**config.mk**
```make
export PLATFORM = sky130hd
export DESIGN_NAME = iob_dma_sched_flat
export DESIGN_NICKNAME = d
export VERILOG_FILES = /design/src/rtl/iob_dma_sched_if.sv /design/src/rtl/iob_dma_sched.sv /design/src/flat_wrapper.sv
export SDC_FILE = /design/constraint.sdc
export NUM_CORES = 1
export LEC_CHECK = 0
export BUFFER_PORTS_ARGS = -buffer_cell sky130_fd_sc_hd__buf_4
export CAP_MARGIN = 0
export CORE_ASPECT_RATIO = 0.8
export CORE_UTILIZATION = 25
export CTS_BUF_LIST = sky130_fd_sc_hd__clkbuf_4 sky130_fd_sc_hd__clkbuf_8 sky130_fd_sc_hd__clkbuf_16
export CTS_CLUSTER_SIZE = 24
export DETAILED_ROUTE_END_ITERATION = 8
export GPL_TIMING_DRIVEN = 0
export PLACE_DENSITY_LB_ADDON = 0.12
export SYNTH_ARGS = -nofsm -noshare
export SYNTH_HDL_FRONTEND = slang
export SYNTH_SLANG_ARGS = --single-unit
```
**constraint.sdc**
```tcl
create_clock -name clk_i -period 4.2 [get_ports clk_i]
set_clock_uncertainty 0.2 [all_clocks]
set_input_delay 0.63 -clock clk_i [delete_from_list [all_inputs] [get_ports clk_i]]
set_output_delay 0.63 -clock clk_i [all_outputs]
set_load 0.005 [all_outputs]
```
**src/rtl/iob_dma_sched_if.sv**
```systemverilog
// Bundle of requester-side and DMA-side signals for the DMA scheduler.
// The scheduler takes the slave view; the requesters and the DMA engine take the master view.
interface iob_dma_sched_if #(
   parameter int N_REQ  = 4,
   parameter int ADDR_W = 32,
   parameter int SIZE_W = 32,
   parameter int IF_W   = 1
);
   logic [N_REQ-1:0]        req_valid_i;
   logic [N_REQ-1:0]        req_ready_o;
   logic [N_REQ-1:0]        req_dir_i;
   logic [N_REQ*ADDR_W-1:0] req_addr_i;
   logic [N_REQ*SIZE_W-1:0] req_size_i;
   logic [N_REQ*IF_W-1:0]   req_if_i;
   logic [N_REQ-1:0]        done_o;
   logic [N_REQ-1:0]        grant_o;
   logic                    busy_o;
   logic [ADDR_W-1:0]       dma_addr_o;
   logic [SIZE_W-1:0]       dma_size_o;
   logic                    dma_dir_o;
   logic [IF_W-1:0]         dma_if_o;
   logic                    dma_addr_wr_o;
   logic                    dma_size_wr_o;
   logic                    dma_ready_r_i;
   logic                    dma_ready_w_i;

   modport slave (
      input  req_valid_i, req_dir_i, req_addr_i, req_size_i, req_if_i,
      input  dma_ready_r_i, dma_ready_w_i,
      output req_ready_o, done_o, grant_o, busy_o,
      output dma_addr_o, dma_size_o, dma_dir_o, dma_if_o, dma_addr_wr_o, dma_size_wr_o
   );

   modport master (
      output req_valid_i, req_dir_i, req_addr_i, req_size_i, req_if_i,
      output dma_ready_r_i, dma_ready_w_i,
      input  req_ready_o, done_o, grant_o, busy_o,
      input  dma_addr_o, dma_size_o, dma_dir_o, dma_if_o, dma_addr_wr_o, dma_size_wr_o
   );
endinterface

```
**src/rtl/iob_dma_sched.sv**
```systemverilog
// Round-robin scheduler sharing one DMA engine between N_REQ descriptor requesters.
// Programs the engine's base/size registers, waits for start and completion, then pulses done.
module iob_dma_sched #(
   parameter int N_REQ    = 4,
   parameter int ADDR_W   = 32,
   parameter int SIZE_W   = 32,
   parameter int IF_W     = 1,
   parameter int START_TO = 16
) (
   input  logic           clk_i,
   input  logic           cke_i,
   input  logic           arst_n_i,
   iob_dma_sched_if.slave bus
);
   localparam int IDX_W = (N_REQ > 1) ? $clog2(N_REQ) : 1;
   localparam int CNT_W = (START_TO > 1) ? $clog2(START_TO) : 1;

   typedef enum logic [2:0] {
      IDLE, GRANT, CFG_1, CFG_2, WAIT_START, WAIT_DONE, DONE
   } state_t;

   state_t            state;
   logic [IDX_W-1:0]  last_grant;
   logic [CNT_W-1:0]  start_cnt;

   logic [IDX_W-1:0]  cand;
   logic [IDX_W-1:0]  win_idx;
   logic              win_found;
   logic [N_REQ-1:0]  win_oh;
   logic [ADDR_W-1:0] sel_addr;
   logic [SIZE_W-1:0] sel_size;
   logic [IF_W-1:0]   sel_if;
   logic              sel_dir;
   logic              dma_flag;

   // Search starts just after the previous owner so every requester gets a turn.
   always_comb begin
      // NOTE: every combinational output gets a default first so no path leaves it unassigned (no latch).
      win_found = 1'b0;
      win_idx   = last_grant;
      cand      = last_grant;
      for (int k = 0; k < N_REQ; k++) begin
         // NOTE: blocking assignments here because cand is a running value within one evaluation.
         cand = (cand == IDX_W'(N_REQ - 1)) ? '0 : cand + IDX_W'(1);
         if (!win_found && bus.req_valid_i[cand]) begin
            win_found = 1'b1;
            win_idx   = cand;
         end
      end
   end

   always_comb begin
      sel_addr = '0;
      sel_size = '0;
      sel_if   = '0;
      sel_dir  = 1'b0;
      win_oh   = '0;
      for (int i = 0; i < N_REQ; i++) begin
         if (win_idx == IDX_W'(i)) begin
            sel_addr  = bus.req_addr_i[i*ADDR_W +: ADDR_W];
            sel_size  = bus.req_size_i[i*SIZE_W +: SIZE_W];
            sel_if    = bus.req_if_i[i*IF_W +: IF_W];
            sel_dir   = bus.req_dir_i[i];
            win_oh[i] = 1'b1;
         end
      end
   end

   // Stream-in transfers finish on the write side, stream-out on the read side.
   assign dma_flag = bus.dma_dir_o ? bus.dma_ready_w_i : bus.dma_ready_r_i;

   always_ff @(posedge clk_i or negedge arst_n_i) begin
      if (!arst_n_i) begin
         // NOTE: non-blocking assignments for all state so every register samples pre-edge values.
         state             <= IDLE;
         last_grant        <= IDX_W'(N_REQ - 1);
         start_cnt         <= '0;
         bus.req_ready_o   <= '0;
         bus.done_o        <= '0;
         bus.grant_o       <= '0;
         bus.busy_o        <= 1'b0;
         bus.dma_addr_o    <= '0;
         bus.dma_size_o    <= '0;
         bus.dma_dir_o     <= 1'b0;
         bus.dma_if_o      <= '0;
         bus.dma_addr_wr_o <= 1'b0;
         bus.dma_size_wr_o <= 1'b0;
      end else if (cke_i) begin
         bus.req_ready_o   <= '0;
         bus.done_o        <= '0;
         bus.dma_addr_wr_o <= 1'b0;
         bus.dma_size_wr_o <= 1'b0;
         case (state)
            IDLE: begin
               if (win_found) begin
                  state           <= GRANT;
                  last_grant      <= win_idx;
                  bus.req_ready_o <= win_oh;
                  bus.grant_o     <= win_oh;
                  bus.busy_o      <= 1'b1;
                  bus.dma_addr_o  <= sel_addr;
                  bus.dma_size_o  <= sel_size;
                  bus.dma_dir_o   <= sel_dir;
                  bus.dma_if_o    <= sel_if;
               end
            end
            GRANT: begin
               if (bus.dma_size_o == '0) begin
                  state      <= DONE;
                  bus.done_o <= bus.grant_o;
               end else begin
                  state             <= CFG_1;
                  bus.dma_size_wr_o <= bus.dma_dir_o;
                  bus.dma_addr_wr_o <= !bus.dma_dir_o;
               end
            end
            CFG_1: begin
               state             <= CFG_2;
               bus.dma_addr_wr_o <= bus.dma_dir_o;
               bus.dma_size_wr_o <= !bus.dma_dir_o;
            end
            CFG_2: begin
               state     <= WAIT_START;
               start_cnt <= '0;
            end
            WAIT_START: begin
               // A flag that never drops means the engine started and finished unseen.
               if (!dma_flag || start_cnt == CNT_W'(START_TO - 1)) begin
                  state     <= WAIT_DONE;
                  start_cnt <= '0;
               end else begin
                  start_cnt <= start_cnt + CNT_W'(1);
               end
            end
            WAIT_DONE: begin
               if (dma_flag) begin
                  state      <= DONE;
                  bus.done_o <= bus.grant_o;
               end
            end
            DONE: begin
               state       <= IDLE;
               bus.grant_o <= '0;
               bus.busy_o  <= 1'b0;
            end
            default: state <= IDLE;
         endcase
      end
   end
endmodule

```
**src/flat_wrapper.sv**
```systemverilog
// flat-port wrapper written by rule: the top's interface ports become plain ports
module iob_dma_sched_flat 
#(
   parameter int N_REQ    = 4,
   parameter int ADDR_W   = 32,
   parameter int SIZE_W   = 32,
   parameter int IF_W     = 1,
   parameter int START_TO = 16
)
  (clk_i, cke_i, arst_n_i, bus_req_valid_i, bus_req_dir_i, bus_req_addr_i, bus_req_size_i, bus_req_if_i, bus_dma_ready_r_i, bus_dma_ready_w_i, bus_req_ready_o, bus_done_o, bus_grant_o, bus_busy_o, bus_dma_addr_o, bus_dma_size_o, bus_dma_dir_o, bus_dma_if_o, bus_dma_addr_wr_o, bus_dma_size_wr_o);
  iob_dma_sched_if #(.N_REQ(N_REQ), .ADDR_W(ADDR_W), .SIZE_W(SIZE_W), .IF_W(IF_W)) bus_i ();
  input  logic clk_i;
  input  logic cke_i;
  input  logic arst_n_i;
  input wire logic [$bits(bus_i.req_valid_i)-1:0] bus_req_valid_i;
  input wire logic [$bits(bus_i.req_dir_i)-1:0] bus_req_dir_i;
  input wire logic [$bits(bus_i.req_addr_i)-1:0] bus_req_addr_i;
  input wire logic [$bits(bus_i.req_size_i)-1:0] bus_req_size_i;
  input wire logic [$bits(bus_i.req_if_i)-1:0] bus_req_if_i;
  input wire logic [$bits(bus_i.dma_ready_r_i)-1:0] bus_dma_ready_r_i;
  input wire logic [$bits(bus_i.dma_ready_w_i)-1:0] bus_dma_ready_w_i;
  output wire logic [$bits(bus_i.req_ready_o)-1:0] bus_req_ready_o;
  output wire logic [$bits(bus_i.done_o)-1:0] bus_done_o;
  output wire logic [$bits(bus_i.grant_o)-1:0] bus_grant_o;
  output wire logic [$bits(bus_i.busy_o)-1:0] bus_busy_o;
  output wire logic [$bits(bus_i.dma_addr_o)-1:0] bus_dma_addr_o;
  output wire logic [$bits(bus_i.dma_size_o)-1:0] bus_dma_size_o;
  output wire logic [$bits(bus_i.dma_dir_o)-1:0] bus_dma_dir_o;
  output wire logic [$bits(bus_i.dma_if_o)-1:0] bus_dma_if_o;
  output wire logic [$bits(bus_i.dma_addr_wr_o)-1:0] bus_dma_addr_wr_o;
  output wire logic [$bits(bus_i.dma_size_wr_o)-1:0] bus_dma_size_wr_o;
  assign bus_i.req_valid_i = bus_req_valid_i;
  assign bus_i.req_dir_i = bus_req_dir_i;
  assign bus_i.req_addr_i = bus_req_addr_i;
  assign bus_i.req_size_i = bus_req_size_i;
  assign bus_i.req_if_i = bus_req_if_i;
  assign bus_i.dma_ready_r_i = bus_dma_ready_r_i;
  assign bus_i.dma_ready_w_i = bus_dma_ready_w_i;
  assign bus_req_ready_o = bus_i.req_ready_o;
  assign bus_done_o = bus_i.done_o;
  assign bus_grant_o = bus_i.grant_o;
  assign bus_busy_o = bus_i.busy_o;
  assign bus_dma_addr_o = bus_i.dma_addr_o;
  assign bus_dma_size_o = bus_i.dma_size_o;
  assign bus_dma_dir_o = bus_i.dma_dir_o;
  assign bus_dma_if_o = bus_i.dma_if_o;
  assign bus_dma_addr_wr_o = bus_i.dma_addr_wr_o;
  assign bus_dma_size_wr_o = bus_i.dma_size_wr_o;
  iob_dma_sched #(.N_REQ(N_REQ), .ADDR_W(ADDR_W), .SIZE_W(SIZE_W), .IF_W(IF_W), .START_TO(START_TO)) u_core (.clk_i(clk_i), .cke_i(cke_i), .arst_n_i(arst_n_i), .bus(bus_i));
endmodule
```
Word-level counts from Yosys, hierarchy flattened --
Cells that the tools add are included.
Storage, ports and cells: logic and storage cells 118, register bits after elaboration 90, bits of input ports 273
Cells by class: magnitude comparators 4, add/subtract/negate cells 5, eq/ne operators 17, reductions and logical operators 18, multiplexer cells 61
Operator list (count):
- $mux W32 | 8
- $logic_not A32 Y1 | 1
- $mux W1 | 24
- $mux W4 | 6
- $pmux W4 S2 | 3
- $pmux W3 S6 | 1
- $mux W2 | 8
- $eq A2 B2 Y1 const B | 6
- $lt A2 B3 Y1 const B | 4
- $mux W3 | 4
- $eq A3 B3 Y1 const B | 3
- $add A2 B1 Y2 const B | 4
- $bmux W1 S2 | 4
- $eq A3 B2 Y1 const B | 2
- $ne A2 B1 Y1 const B | 3
- $pmux W1 S2 | 3
- $reduce_and A3 Y1 | 2
- $logic_not A1 Y1 | 5
- $add A4 B1 Y4 const B | 1
- $eq A4 B4 Y1 const B | 1
- $reduce_and A4 Y1 | 1
- $reduce_bool A2 Y1 | 2
- $eq A3 B1 Y1 const B | 1
- $logic_and A1 B1 Y1 | 3
- other kinds (5) | 5

Longest topological paths before layout --
depth after elaboration 19, depth in mapped cells 12, depth with buffers taken out 7

Worst setup path after synthesis --
No wires, ideal clock.
path type register -> register, from register u_core.last_grant[0], to register u_core.bus.dma_size_o[0], library setup time 0.135 ns, slack 1.257 ns, cell stages (with the launch flop) 13, arrival time 2.608 ns, required time 3.865 ns, path through dfstp_2 > ha_1 > buf_2 > buf_4 > o2bb2ai_1 > a211oi_1 > a2bb2oi_1 > buf_2 > buf_4 > clkbuf_1 > a21boi_0 > a221oi_1 > o31ai_1
Between the ends: cells in the longest elaborated chain, start to end 19, elaborated cells between the ends (all ways) 43
Ends and longest elaborated chain:
- from (decl) | RTL line iob_dma_sched.sv:23 | logic [IDX_W-1:0] last_grant;
- from (signal assigned) | RTL line iob_dma_sched.sv:76 | last_grant <= IDX_W'(N_REQ - 1);
- from (signal assigned) | RTL line iob_dma_sched.sv:97 | last_grant <= win_idx;
- branches (longest 19 deep; another with $add A2 B1 Y2)
- to (signal assigned) | RTL line iob_dma_sched.sv:102 | bus.dma_size_o <= sel_size;
- to (decl) | RTL line iob_dma_sched_if.sv:31 | output dma_addr_o, dma_size_o, dma_dir_o, dma_if_o, dma_addr_wr_o, dma_size_wr_o
Several ways; the timed one is not identified. The select of a mux whose other input is x is not followed. A chain may end at the register's enable or synchronous reset.

Worst setup path in the final report --
from register u_core.last_grant[0], to register u_core.bus.dma_size_o[11]
Same word-level chain as after synthesis.

==> metrics.csv <==
metric,value,unit
async_reset_ff_frac,1.00,
io_pins,354,
max_slew.worst_pin.slew,791,ps
core_area,27400,um2
maxCapViolCount,0,
finalMaxSlewViolations,0,
cts_tree,done,
fillCellCount,2952,
cp.arrival,3930,ps
slew-limit-headroom,0.473,
setup.worst_path.end_class,flip-flop,
rows,54,
synth_edf_count,0,
ir_drop,0.228,mV
ys_ff_latch,90,
path_max_fanout,10,
clk_latency,350,ps
routabilityCongestion,0.846,
grt_util_all_layers,0.230,
pre_cts_slack,210,ps
fin_crit_sh,0.933,
setup_ws,283,ps
synth_nets,1083,
dp.cells,1525,
slowest_stage,dfstp_2,
final_area,10400,um2
cts_setup_buffers,0,
clock_sinks,90,
dpl_cell_area,10100,um2
io_buffers,353,
status,"complete, no violations",
drive_gt1_frac,0.370,
grt-ovfl-total,0,
path_class,flip-flop to flip-flop,
clk_path_buf_depth,2,
min_period,3920,ps
multi_input_area,4170,um2
yosysWarningCount,0,
cts-root-buf,clkbuf_16,
die_h,151,um
netlist_area,6970,um2
synth_ff_type,dfrtp_1,
drtPass1Iterations,5,
vias,8087,
worst_ep_required_time,4210,ps
dp_hpwl,25900,um
p_leak,4.70,nW
antenna_found_initial,2,
nets,1449,
path_cells,ha_1 -> buf_2 -> buf_4 -> o2bb2ai_1 -> a211oi_1 -> a2bb2oi_1 -> buf_2 -> buf_4 -> clkbuf_1 -> a21boi_0 -> nor4_1 -> o31ai_1,
power_density,774,nW/um2
r2r_slack,280,ps
dieWidth,189,um
htree_levels,3,
cts_buffers,9,
path_buf_inv,5,
min_path_type,flip-flop to flip-flop,
wire_per_inst,21.7,um
timing.fmax,255,MHz
dieArea,28600,um2
ys_types,51,
critPathMaxStageDelay,620,ps
grt_pass1_vias,8054,
whs,280,ps
finalNonFillerCells,1546,
grt_max_degree,91,
routed_wl,33600,um
drtIter0Drc,388,
setup_tns,0,ps
setup_viol,0,
grt_pass1_wl,49300,um
seqCellArea,2250,um2
syn2layout_area_growth,49.5,%
syn_inst,808,
via_per_inst,5.23,
worst_setup_path_start_kind,flip-flop,
hold_viol_final,0,
drc,0,
critical_path.top_delay_family,buffers and inverters,
drt.antenna.violating_nets,0,
syn_area_per_cell,8.63,um2
start_util,0.255,
rsz0062_at_grt,no,
seq_area_frac_synth,0.323,
clk_pin_slew,70,ps
## cells in the final DEF, fill, tap and decap left out, types with 5 or more instances in the layout
| cell type | count |
|---|---|
| nor4_1 | 75 |
| buf_6 | 5 |
| and3_1 | 66 |
| a221oi_1 | 37 |
| nor2_1 | 11 |
| a221oi_2 | 31 |
| a21boi_0 | 132 |
| a21oi_1 | 6 |
| buf_4 | 363 |
| o31ai_1 | 68 |
| buf_2 | 10 |
| o22ai_1 | 8 |
| clkbuf_16 | 9 |
| nand2_1 | 84 |
| o21ai_0 | 13 |
| clkbuf_1 | 80 |
| dfrtp_1 | 88 |
| inv_1 | 16 |
## stage by stage
step | power (mW) | util
after floorplan | 5.02 | -
after global placement | 7.18 | 0.368
after detailed placement | 7.21 | 0.368
after CTS | 8.09 | 0.379
after global routing | 8.72 | 0.381
final | 8.07 | 0.381
## cell usage after synthesis (10+ instances only)
cell type	n	share of area
inv_1	16	0.0086
a21boi_0	132	0.14
nor2_1	11	0.0059
and3_1	66	0.059
dfrtp_1	88	0.32
buf_2	10	0.0072
clkbuf_1	80	0.043
nand2_1	84	0.045
o31ai_1	68	0.073
nor4_1	75	0.067
o21ai_0	13	0.0093
a221oi_1	37	0.046
buf_4	11	0.012
a221oi_2	31	0.067
## tightest hold or removal path: stages (launching register included)
cell and delay [ps]:
dfrtp_1 340, nand2_1 50, o31ai_1 50
## metal layers
layer	track usage	vias to the layer above	wire length, um
li1	-	3889	-
met1	0.310	3859	15200
met2	0.360	309	15300
met3	0.0633	30	2540
met4	0.0597	0	532
met5	0	-	0
## where the power goes
| part | switching (mW) | total [mW] | internal, mW |
|---|---|---|---|
| logic | 3.34 | 5.63 | 2.29 |
| clock network | 0.393 | 0.860 | 0.467 |
| registers | 0.324 | 1.58 | 1.26 |
| total | 4.06 | 8.07 | 4.01 |
## repair_timing
item                                    in CTS  in global routing
hold buffers                                 0                  1
endpoints found under the setup margin       0                  0
resized for setup                            0                  0
endpoints found under the hold margin        0                  1
## registers in the layout (all words and copies together), names as in the netlist
register                  flops
u_core.bus.dma_size_wr_o      1
u_core.bus.busy_o             1
u_core.bus.grant_o            4
u_core.bus.dma_dir_o          1
u_core.bus.req_ready_o        4
u_core.start_cnt              4
u_core.last_grant             2
u_core.state                  3
u_core.bus.dma_if_o           1
u_core.bus.dma_addr_wr_o      1
u_core.bus.done_o             4
u_core.bus.dma_size_o        32
u_core.bus.dma_addr_o        32
## final cells by class
class	count	share of cell area
repair buffers	355	0.258
multi-input cells	595	0.400
plain buffers	107	0.0466
clock inverters	7	0.00708
clock buffers	9	0.0216
well taps	364	0.0437
diodes	3	0.000720
flip-flops and latches	90	0.216
inverters	16	0.00576
## cells by family (layout without fill, tap and decap cells)
kind of cell	count (synthesis)	in the layout	share of synthesized area
muxes	7	7	0.0108
AOI/OAI and AO/OA	320	320	0.378
and+or+nand+nor	265	265	0.205
other	0	3	0
xor gates and xnor gates	1	1	0.00126
buffers and inverters	123	494	0.0782
adders and majority gates	2	2	0.00359
DFF	90	90	0.323
## worst paths after layout
path,start,endpoint,depth (start not counted)
max in group asynchronous,arst_n_i,u_core.last_grant[1],3
worst min register to register,u_core.bus.dma_addr_o[16],u_core.bus.dma_addr_o[16],2
worst min-delay path,u_core.bus.dma_addr_o[16],u_core.bus.dma_addr_o[16],2
worst max register to register,u_core.last_grant[0],u_core.bus.dma_size_o[11],12
min in group asynchronous,arst_n_i,u_core.start_cnt[0],2
worst max-delay path,u_core.last_grant[0],u_core.bus.dma_size_o[11],12
No activity file was read; power rests on OpenSTA's default activity.
